## config.mk

```make
export PLATFORM = sky130hd
export DESIGN_NAME = multi_cycle_control
export DESIGN_NICKNAME = d
export VERILOG_FILES = /design/src/rtl/multi_cycle_control.sv
export SDC_FILE = /design/constraint.sdc
export NUM_CORES = 1
export LEC_CHECK = 0
export CAP_MARGIN = 25
export CORE_AREA = 4 4 79 81
export CTS_BUF_LIST = sky130_fd_sc_hd__clkbuf_4 sky130_fd_sc_hd__clkbuf_8 sky130_fd_sc_hd__clkbuf_16
export CTS_CLUSTER_SIZE = 40
export DETAILED_ROUTE_END_ITERATION = 16
export DIE_AREA = 0 0 83 85
export PLACE_DENSITY = 0.84
export SYNTH_ARGS = -nofsm -noshare
export SYNTH_HDL_FRONTEND = slang
export SYNTH_SLANG_ARGS = --single-unit
```

## constraint.sdc

```tcl
create_clock -name clk -period 5.3 [get_ports clk]
set_input_delay 0.53 -clock clk [delete_from_list [all_inputs] [get_ports clk]]
set_output_delay 0.53 -clock clk [all_outputs]
set_load 0.03 [all_outputs]
```

## src/rtl/multi_cycle_control.sv

```systemverilog
// rtl/multi_cycle_control.sv - multi-cycle RV32I sequencer sharing one memory port
module multi_cycle_control #(
  parameter int MEM_TIMEOUT = 255,
  parameter int CNT_WIDTH   = 32
) (
  input  logic                 clk,
  input  logic                 rstN,
  input  logic [6:0]           opCode,
  input  logic                 aluZero,
  input  logic                 memReady,
  output logic                 memReq,
  output logic                 memWe,
  output logic                 iorSel,
  output logic                 irWrite,
  output logic                 pcWrite,
  output logic                 pcSrc,
  output logic                 aluSrc,
  output logic                 memToReg,
  output logic                 regWrite,
  output logic                 branch,
  output logic [1:0]           aluOp,
  output logic                 trap,
  output logic [1:0]           trapCause,
  output logic [2:0]           state,
  output logic [CNT_WIDTH-1:0] instRetired
);

  typedef enum logic [2:0] {
    S_FETCH     = 3'd0,
    S_DECODE    = 3'd1,
    S_EXECUTE   = 3'd2,
    S_MEMORY    = 3'd3,
    S_WRITEBACK = 3'd4,
    S_TRAP      = 3'd7
  } state_t;

  typedef enum logic [2:0] {
    C_NONE = 3'd0,
    C_R    = 3'd1,
    C_I    = 3'd2,
    C_L    = 3'd3,
    C_S    = 3'd4,
    C_B    = 3'd5,
    C_ILL  = 3'd6
  } cls_t;

  localparam logic [15:0] TMO_LIMIT = 16'(MEM_TIMEOUT);
  localparam logic [CNT_WIDTH-1:0] RET_ONE = {{(CNT_WIDTH-1){1'b0}}, 1'b1};

  state_t      cur_state, next_state;
  cls_t        cls_q, cls_d, dec_cls;
  logic [15:0] tmo_cnt, tmo_d;
  logic [1:0]  cause_q, cause_d;
  logic        timed_out;

  always_ff @(posedge clk or negedge rstN) begin
    if (!rstN) begin
      cur_state   <= S_FETCH;
      cls_q       <= C_NONE;
      tmo_cnt     <= 16'd0;
      cause_q     <= 2'b00;
      instRetired <= '0;
    end else begin
      cur_state <= next_state;
      cls_q     <= cls_d;
      tmo_cnt   <= tmo_d;
      cause_q   <= cause_d;
      if (pcWrite) begin
        instRetired <= instRetired + RET_ONE;
      end
    end
  end

  always_comb begin
    dec_cls = C_ILL;
    case (opCode)
      7'b0110011: dec_cls = C_R;
      7'b0010011: dec_cls = C_I;
      7'b0000011: dec_cls = C_L;
      7'b0100011: dec_cls = C_S;
      7'b1100011: dec_cls = C_B;
      default:    dec_cls = C_ILL;
    endcase
  end

  // A ready response on the limit cycle takes priority over the timeout.
  assign timed_out = (tmo_cnt == TMO_LIMIT) && !memReady;

  always_comb begin
    next_state = cur_state;
    cls_d      = cls_q;
    cause_d    = cause_q;
    memReq     = 1'b0;
    memWe      = 1'b0;
    iorSel     = 1'b0;
    irWrite    = 1'b0;
    pcWrite    = 1'b0;
    pcSrc      = 1'b0;
    aluSrc     = 1'b0;
    memToReg   = 1'b0;
    regWrite   = 1'b0;
    branch     = 1'b0;
    aluOp      = 2'b00;
    case (cur_state)
      S_FETCH: begin
        memReq = 1'b1;
        if (memReady) begin
          irWrite    = 1'b1;
          next_state = S_DECODE;
        end else if (timed_out) begin
          next_state = S_TRAP;
          cause_d    = 2'b10;
        end
      end
      S_DECODE: begin
        cls_d = dec_cls;
        if (dec_cls == C_ILL) begin
          next_state = S_TRAP;
          cause_d    = 2'b01;
        end else begin
          next_state = S_EXECUTE;
        end
      end
      S_EXECUTE: begin
        case (cls_q)
          C_R: begin
            aluOp      = 2'b10;
            next_state = S_WRITEBACK;
          end
          C_I: begin
            aluSrc     = 1'b1;
            aluOp      = 2'b11;
            next_state = S_WRITEBACK;
          end
          C_L, C_S: begin
            aluSrc     = 1'b1;
            next_state = S_MEMORY;
          end
          C_B: begin
            aluOp      = 2'b01;
            branch     = 1'b1;
            pcWrite    = 1'b1;
            pcSrc      = aluZero;
            next_state = S_FETCH;
          end
          default: begin
            next_state = S_TRAP;
            cause_d    = 2'b01;
          end
        endcase
      end
      S_MEMORY: begin
        memReq = 1'b1;
        iorSel = 1'b1;
        memWe  = (cls_q == C_S);
        aluSrc = 1'b1;
        if (memReady) begin
          if (cls_q == C_S) begin
            pcWrite    = 1'b1;
            next_state = S_FETCH;
          end else begin
            next_state = S_WRITEBACK;
          end
        end else if (timed_out) begin
          next_state = S_TRAP;
          cause_d    = 2'b10;
        end
      end
      S_WRITEBACK: begin
        regWrite   = 1'b1;
        memToReg   = (cls_q == C_L);
        pcWrite    = 1'b1;
        next_state = S_FETCH;
      end
      S_TRAP: begin
        next_state = S_TRAP;
      end
      default: begin
        next_state = S_FETCH;
      end
    endcase
    // Reset must drop the memory request immediately, not at the next edge.
    if (!rstN) begin
      memReq   = 1'b0;
      memWe    = 1'b0;
      iorSel   = 1'b0;
      irWrite  = 1'b0;
      pcWrite  = 1'b0;
      pcSrc    = 1'b0;
      aluSrc   = 1'b0;
      memToReg = 1'b0;
      regWrite = 1'b0;
      branch   = 1'b0;
      aluOp    = 2'b00;
    end
  end

  always_comb begin
    tmo_d = 16'd0;
    if (next_state == cur_state && !memReady && memReq) begin
      tmo_d = tmo_cnt + 16'd1;
    end
  end

  assign trap      = (cur_state == S_TRAP);
  assign trapCause = cause_q;
  assign state     = cur_state;

endmodule

```

==> results of run 1 <==
## layout by cell type (no fill, tap or decap), drive strengths merged, types with 2 or more instances in the layout
cell type,synthesis,routed
a211oi,3,3
a21boi,4,4
a21oi,4,4
and2,6,6
and3,8,8
and4,7,7
buf,5,2
clkbuf,3,5
clkdlybuf4s50,0,59
clkinv,0,2
dfrtp,56,56
ha,2,2
inv,13,14
mux2,2,2
nand2,23,23
nand2b,4,4
nand3,13,13
nand3b,5,5
nand4,12,12
nor2,34,34
nor2b,5,5
nor3,7,7
nor4,5,5
o211ai,5,5
o21ai,6,6
or3,2,2
xnor2,24,24
xor2,23,23
## worst min path at each step
stage | from | to | slack, ns
finish | rstN | tmo_cnt[15]$_DFF_PN0_ | 0.21
global placement | tmo_cnt[0]$_DFF_PN0_ | tmo_cnt[0]$_DFF_PN0_ | 0.44
CTS | rstN | tmo_cnt[15]$_DFF_PN0_ | 0.22
global route | rstN | state[0]$_DFF_PN0_ | 0.25
floorplan | rstN | cls_q[0]$_DFFE_PN0P_ | 0.23
detailed placement | tmo_cnt[0]$_DFF_PN0_ | tmo_cnt[0]$_DFF_PN0_ | 0.45
## sequential cells by signal, summed over array words and instances, names as in the netlist
| name | flops |
|---|---|
| instRetired | 32 |
| tmo_cnt | 16 |
| cls_q | 3 |
| state | 3 |
| trapCause | 2 |
## power groups by stage
stage	Combinational [mW]	Sequential, mW	Clock, mW
final	0.0225	0.427	0.235
after global routing	0.0261	0.428	0.262
after CTS	0.0234	0.427	0.242
after detailed placement	0.0234	0.436	0
after global placement	0.0231	0.436	0
after floorplan	0.00380	0.437	0
## metrics by stage
stage / power, mW / std cells / hold WS (ns)
floorplan: 0.440 / 296 / 0.234
global placement: 0.459 / 421 / 0.439
detailed placement: 0.459 / 421 / 0.450
CTS: 0.693 / 429 / 0.223
global route: 0.716 / 429 / 0.249
finish: 0.685 / 429 / 0.212
## kinds of logic (layout without fill, tap and decap cells)
logic type	count (synthesis)	after routing	synth area share, %
DFF	56	56	46.3
adders and majority gates	2	2	0.827
and+or+nand+nor	137	137	27.2
muxes	2	2	0.744
buffers and inverters	21	82	3.14
AOI/OAI and AO/OA	31	31	8.14
xor gates and xnor gates	47	47	13.6
## critical path: stages
cell             delay, ns
clkdlybuf4s50_1       0.63
nand3b_1              0.20
a211o_1               0.37
nand2_1               0.19
clkdlybuf4s50_1       0.71
## metal layers
layer | part of all wire, % | GRT usage, %
met4 | 1.3 | 5.50
met1 | 50 | 27.1
met3 | 4.0 | 3.88
met2 | 45 | 27.3
met5 | 0 | 0
## layout make-up
cell class                 instances  area (µm²)
clock buffer                       5        68.8
fill                             425        1710
inverter                          13        48.8
sequential                        56        1400
multi-input combinational        219        1530
tap                               72        90.1
timing repair buffer              61         603
clock inverter                     3        22.5
==> impl_metrics.csv, run 1 <==
group,metric,value,unit
worst_setup_path,worstPathArrival,2.61,ns
clock_tree,cts_tree,"yes",
clock_tree,cts-buffers-inserted,5,
floorplan,die_h,85,µm
worst_hold_path,hp-class,"in2async",
worst_setup_path,cp-endpoint,"pcWrite",
run,cap_viol_max_count,0,
worst_setup_path,crit_type,"in2out",
clock_tree,h-tree-depth,2,
sta,relSlewSlack,61.6,%
worst_setup_path,r2r-start,"state[0]$_DFF_PN0_",
routing,routed-via-count,2325,
grt,grt_pass1_vias,2249,
worst_setup_path,critPathRequiredTime,4.77,ns
sta,fin_crit_sh,59.3,%
logic_synthesis,yosysSeqAreaShare,46.3,%
routing,routedWlPerCell,14.3,µm
sta,tightestPinTransition,0.568,ns
logic_synthesis,synth_enable_flop_cells,0,
final_layout,antenna_cells,0,
logic_synthesis,async_flop_share,100,%
pwr,seqPwrFrac,62.4,%
clock_tree,cts_sinks,56,
sta,finalSetupViolCount,0,
routing,dr.pass1.iters,4,
floorplan,dieArea,0.00706,mm²
clock_tree,clockRootBuffer,"clkbuf_8",
sta,final-max-slew-violation-count,0,
logic_synthesis,yosysWarnings,0,
pwr,swShare,22.3,%
pwr,cellLeakagePower,1.62,nW
clock_tree,clock_latency,0.31,ns
logic_synthesis,synthDistinctLibCells,56,
floorplan,die_w,83,µm
placed_design,port-buffer-count,60,
grt,grt_use_total,18.4,%
floorplan,io-pin-count,61,
logic_synthesis,yosysMostFrequentCell,"dfrtp_1",
placed_design,dp_hpwl,4640,µm
clock_tree,ctsResizeCount,0,
clock_tree,post-cts-setup-buffers,0,
placed_design,placed_area,0.00367,mm²
sta,layout_setup_ws,2.16,ns
clock_tree,cts_buffer_depth,2,
logic_synthesis,postSynthCellCount,296,
worst_setup_path,cp_max_fo,9,
final_layout,post-route-cell-area,0.00376,mm²
sta,hold_viol_final,0,
logic_synthesis,synth_ff_type,"dfrtp_1",
floorplan,rows,27,
logic_synthesis,netlist_top_cells_count,"56 x dfrtp_1, 34 x nor2_1, 24 x xnor2_1, 23 x nand2_1, 23 x xor2_1",
sta,clock_skew,0.00877,ns
worst_setup_path,end_kind,"primary output",
sta,grt_setup_unrepaired,"false",
final_layout,area_delta_synth_final,24.4,%
logic_synthesis,syn_nets,309,
logic_synthesis,synth_area_leaders,"dfrtp_1 46%, xnor2_1 6.9%, xor2_1 6.7%",
floorplan,initial_core_util,55.3,%
pwr,clockPowerShare,34.3,%
status,outcome,"finished, final reports clean",
pwr,ir_drop,153,µV
logic_synthesis,synth.avg_cell_area,10.2,µm²
clock_tree,clkTransAtPathRegs,0.10,ns
worst_setup_path,startpoint,"memReady",
logic_synthesis,synth_top_area_share,46.3,%
grt,grt_pass1_wl,10800,µm
routing,viasPerCell,5.42,
grt,grt_max_degree,34,
floorplan,core,0.00547,mm²
pwr,power.density,182,mW/mm²
logic_synthesis,netlist_area,0.00303,mm²
sta,period_needed,3.14,ns
final_layout,fin_util,68.8,%
pwr,p_int,0.532,mW
final_layout,fin_nets,369,
routing,drt_wl_total,6160,µm
routing,final_antenna_net_count,0,
worst_setup_path,startpoint_type,"input port",
routing,drc,0,
sta,fmax,0.318,GHz
placed_design,gp_congestion,0.799,
worst_setup_path,r2r_slack,3.20,ns
worst_setup_path,reg2reg_depth,5,
pwr,combPwrFrac,3.3,%
logic_synthesis,synth_seq_cells,56,
grt,antenna_found_initial,0,
routing,drt-initial-drc-count,97,
grt,overflow,0,
worst_setup_path,r2r_end,"instRetired[26]$_DFFE_PN0P_",
clock_tree,ctsHoldBuffers,0,
sta,fin_tns_setup,0,ns
placed_design,pre_cts_ws,2.18,ns
logic_synthesis,yosys.area.top_type,"dfrtp_1",
final_layout,drive_gt1_share,8.96,%
pwr,p_sw,0.153,mW
Power figures use the tool's default switching activity.
==> run 2: changes to the inputs <==
Settings changed: CORE_AREA 4 4 79 81 to 4 4 82 84, DIE_AREA 0 0 83 85 to 0 0 86 88, PLACE_DENSITY 0.84 to 0.78.
Clock period 5.3 ns to 3.02 ns, I/O delays scaled along.
==> impl_metrics.csv, run 2 (synthesized netlist as in run 1, its figures left out) <==
group,metric,value,unit
pwr,p_int,1.06,mW
worst_setup_path,r2r_end,"instRetired[9]$_DFFE_PN0P_",
final_layout,drive_gt1_share,9.94,%
final_layout,final-seq-area,0.00140,mm²
routing,wl_met1,3100,µm
floorplan,die_w,86,µm
final_layout,largest_reg_flops,32,
pwr,total_power,1.34,mW
routing,drc,0,
floorplan,dieArea,0.00757,mm²
sta,fin_crit_sh,93.1,%
final_layout,post-route-cell-area,0.00385,mm²
worst_setup_path,end_kind,"primary output",
sta,final-max-slew-violation-count,0,
placed_design,dp_hpwl,4670,µm
grt,overflow,0,
clock_tree,cts_sinks,56,
final_layout,fin_util,65.0,%
pwr,clockPowerShare,40.7,%
worst_setup_path,critPathRequiredTime,2.72,ns
final_layout,max_flop_register,"instRetired",
routing,routedWlPerCell,14.3,µm
routing,dr.pass1.iters,4,
worst_setup_path,startpoint,"rstN",
clock_tree,post-cts-setup-buffers,0,
final_layout,area_delta_synth_final,27.1,%
placed_design,gp_congestion,0.842,
grt,grt_pass1_wl,10700,µm
run,cap_viol_max_count,0,
final_layout,antenna_cells,0,
worst_setup_path,r2r_slack,1.03,ns
grt,antenna_found_initial,0,
pwr,power.density,348,mW/mm²
placed_design,dp.cells,428,
routing,drt_wl_total,6260,µm
worst_setup_path,crit_type,"in2out",
clock_tree,clock_latency,0.32,ns
clock_tree,clockRootBuffer,"clkbuf_8",
pwr,p_sw,0.277,mW
final_layout,final_cell_mix,"58 x clkdlybuf4s50_1, 56 x dfrtp_1, 34 x nor2_1",
clock_tree,cts_buffer_depth,2,
sta,layout_setup_ws,0.209,ns
final_layout,fillCellCount,491,
floorplan,core,0.00592,mm²
sta,fmax,0.356,GHz
worst_setup_path,cp_max_fo,13,
routing,routed-via-count,2316,
pwr,swShare,20.7,%
sta,fin_tns_setup,0,ns
sta,finalSetupViolCount,0,
final_layout,final_common_cell,"clkdlybuf4s50_1",
final_layout,fin_nets,374,
final_layout,fin_cells,437,
floorplan,io-pin-count,61,
routing,drt-initial-drc-count,51,
floorplan,rows,28,
routing,routed.top_layer,"met4",
clock_tree,cts-buffers-inserted,5,
placed_design,pre_cts_ws,0.539,ns
sta,relSlewSlack,62.7,%
worst_setup_path,reg2reg_depth,5,
grt,grt_pass1_vias,2307,
routing,wl_met2,2840,µm
sta,tightestPinTransition,0.552,ns
worst_setup_path,r2r-start,"state[2]$_DFF_PN0_",
final_layout,reg_top3,"instRetired (32), tmo_cnt (16)",
clock_tree,clkTransAtPathRegs,0.10,ns
worst_setup_path,startpoint_type,"input port",
pwr,ir_drop,215,µV
clock_tree,cts_tree,"yes",
routing,viasPerCell,5.30,
floorplan,die_h,88,µm
grt,grt_use_total,17.7,%
sta,period_needed,2.81,ns
clock_tree,h-tree-depth,2,
pwr,cellLeakagePower,1.68,nW
pwr,seqPwrFrac,56.0,%
routing,final_antenna_net_count,0,
status,outcome,"finished, final reports clean",
final_layout,multi_input_area,0.00153,mm²
worst_hold_path,hp-class,"in2async",
grt,grt_max_degree,21,
sta,hold_viol_final,0,
worst_setup_path,worstPathArrival,2.51,ns
routing,met3WireLength,247,µm
sta,holdWs,0.406,ns
placed_design,port-buffer-count,60,
floorplan,initial_core_util,51.1,%
sta,clock_skew,0.00514,ns
sta,grt_setup_unrepaired,"false",
placed_design,placed_area,0.00371,mm²
pwr,combPwrFrac,3.3,%
## run 2: changes by cell type in the layout (fill, tap and decap cells not counted), sizes merged
cell	delta
buf	+4
clkbuf	+2
clkinv	-2
bufinv	+1
clkdlybuf4s50	-1
dlygate4sd3	+1
dlymetal6s2s	+1
inv	-1
## run 2: power by group through the flow
stage | Combinational, mW | Sequential (mW) | Clock, mW
4_1_cts | 0.0461 | 0.750 | 0.548
2_1_floorplan | 0.00667 | 0.766 | 0
3_3_place_gp | 0.0442 | 0.765 | 0
6_report | 0.0446 | 0.750 | 0.546
5_1_grt | 0.0506 | 0.750 | 0.573
3_5_place_dp | 0.0450 | 0.765 | 0
## run 2: worst max-delay path: stages
cell             delay (ns)
dlygate4sd3_1          0.52
buf_2                  0.31
nand3b_2               0.24
nor3_1                 0.29
and2_1                 0.17
clkdlybuf4s50_1        0.67
## run 2: area by class of cell
type / count / share of cell area, %
tap: 75 / 2.44
inverter: 13 / 1.27
multi-input combinational: 219 / 39.8
clock inverter: 1 / 0.781
timing repair buffer: 66 / 16.8
clock buffer: 7 / 2.50
sequential: 56 / 36.4
## run 2: how the worst max path moves through the flow
stage	to	slack, ns	cells after the start
after global routing	pcSrc	0.06	6
after detailed placement	pcWrite	0.54	5
after floorplan	pcSrc	0.64	4
final	pcSrc	0.21	6
after CTS	pcWrite	0.11	6
after global placement	pcWrite	0.54	5
## run 2: layer usage
metal / vias to the layer above / track usage (%)
met5: - / 0
met4: 0 / 4.60
met3: 6 / 4.80
met2: 43 / 26.6
met1: 1108 / 25.3
li1: 1159 / -
## run 2: repair_timing
item	in CTS	in global routing
hold buffers	1	0
resized for setup	0	1
hold endpoints to repair	7	0
setup endpoints to repair	0	1
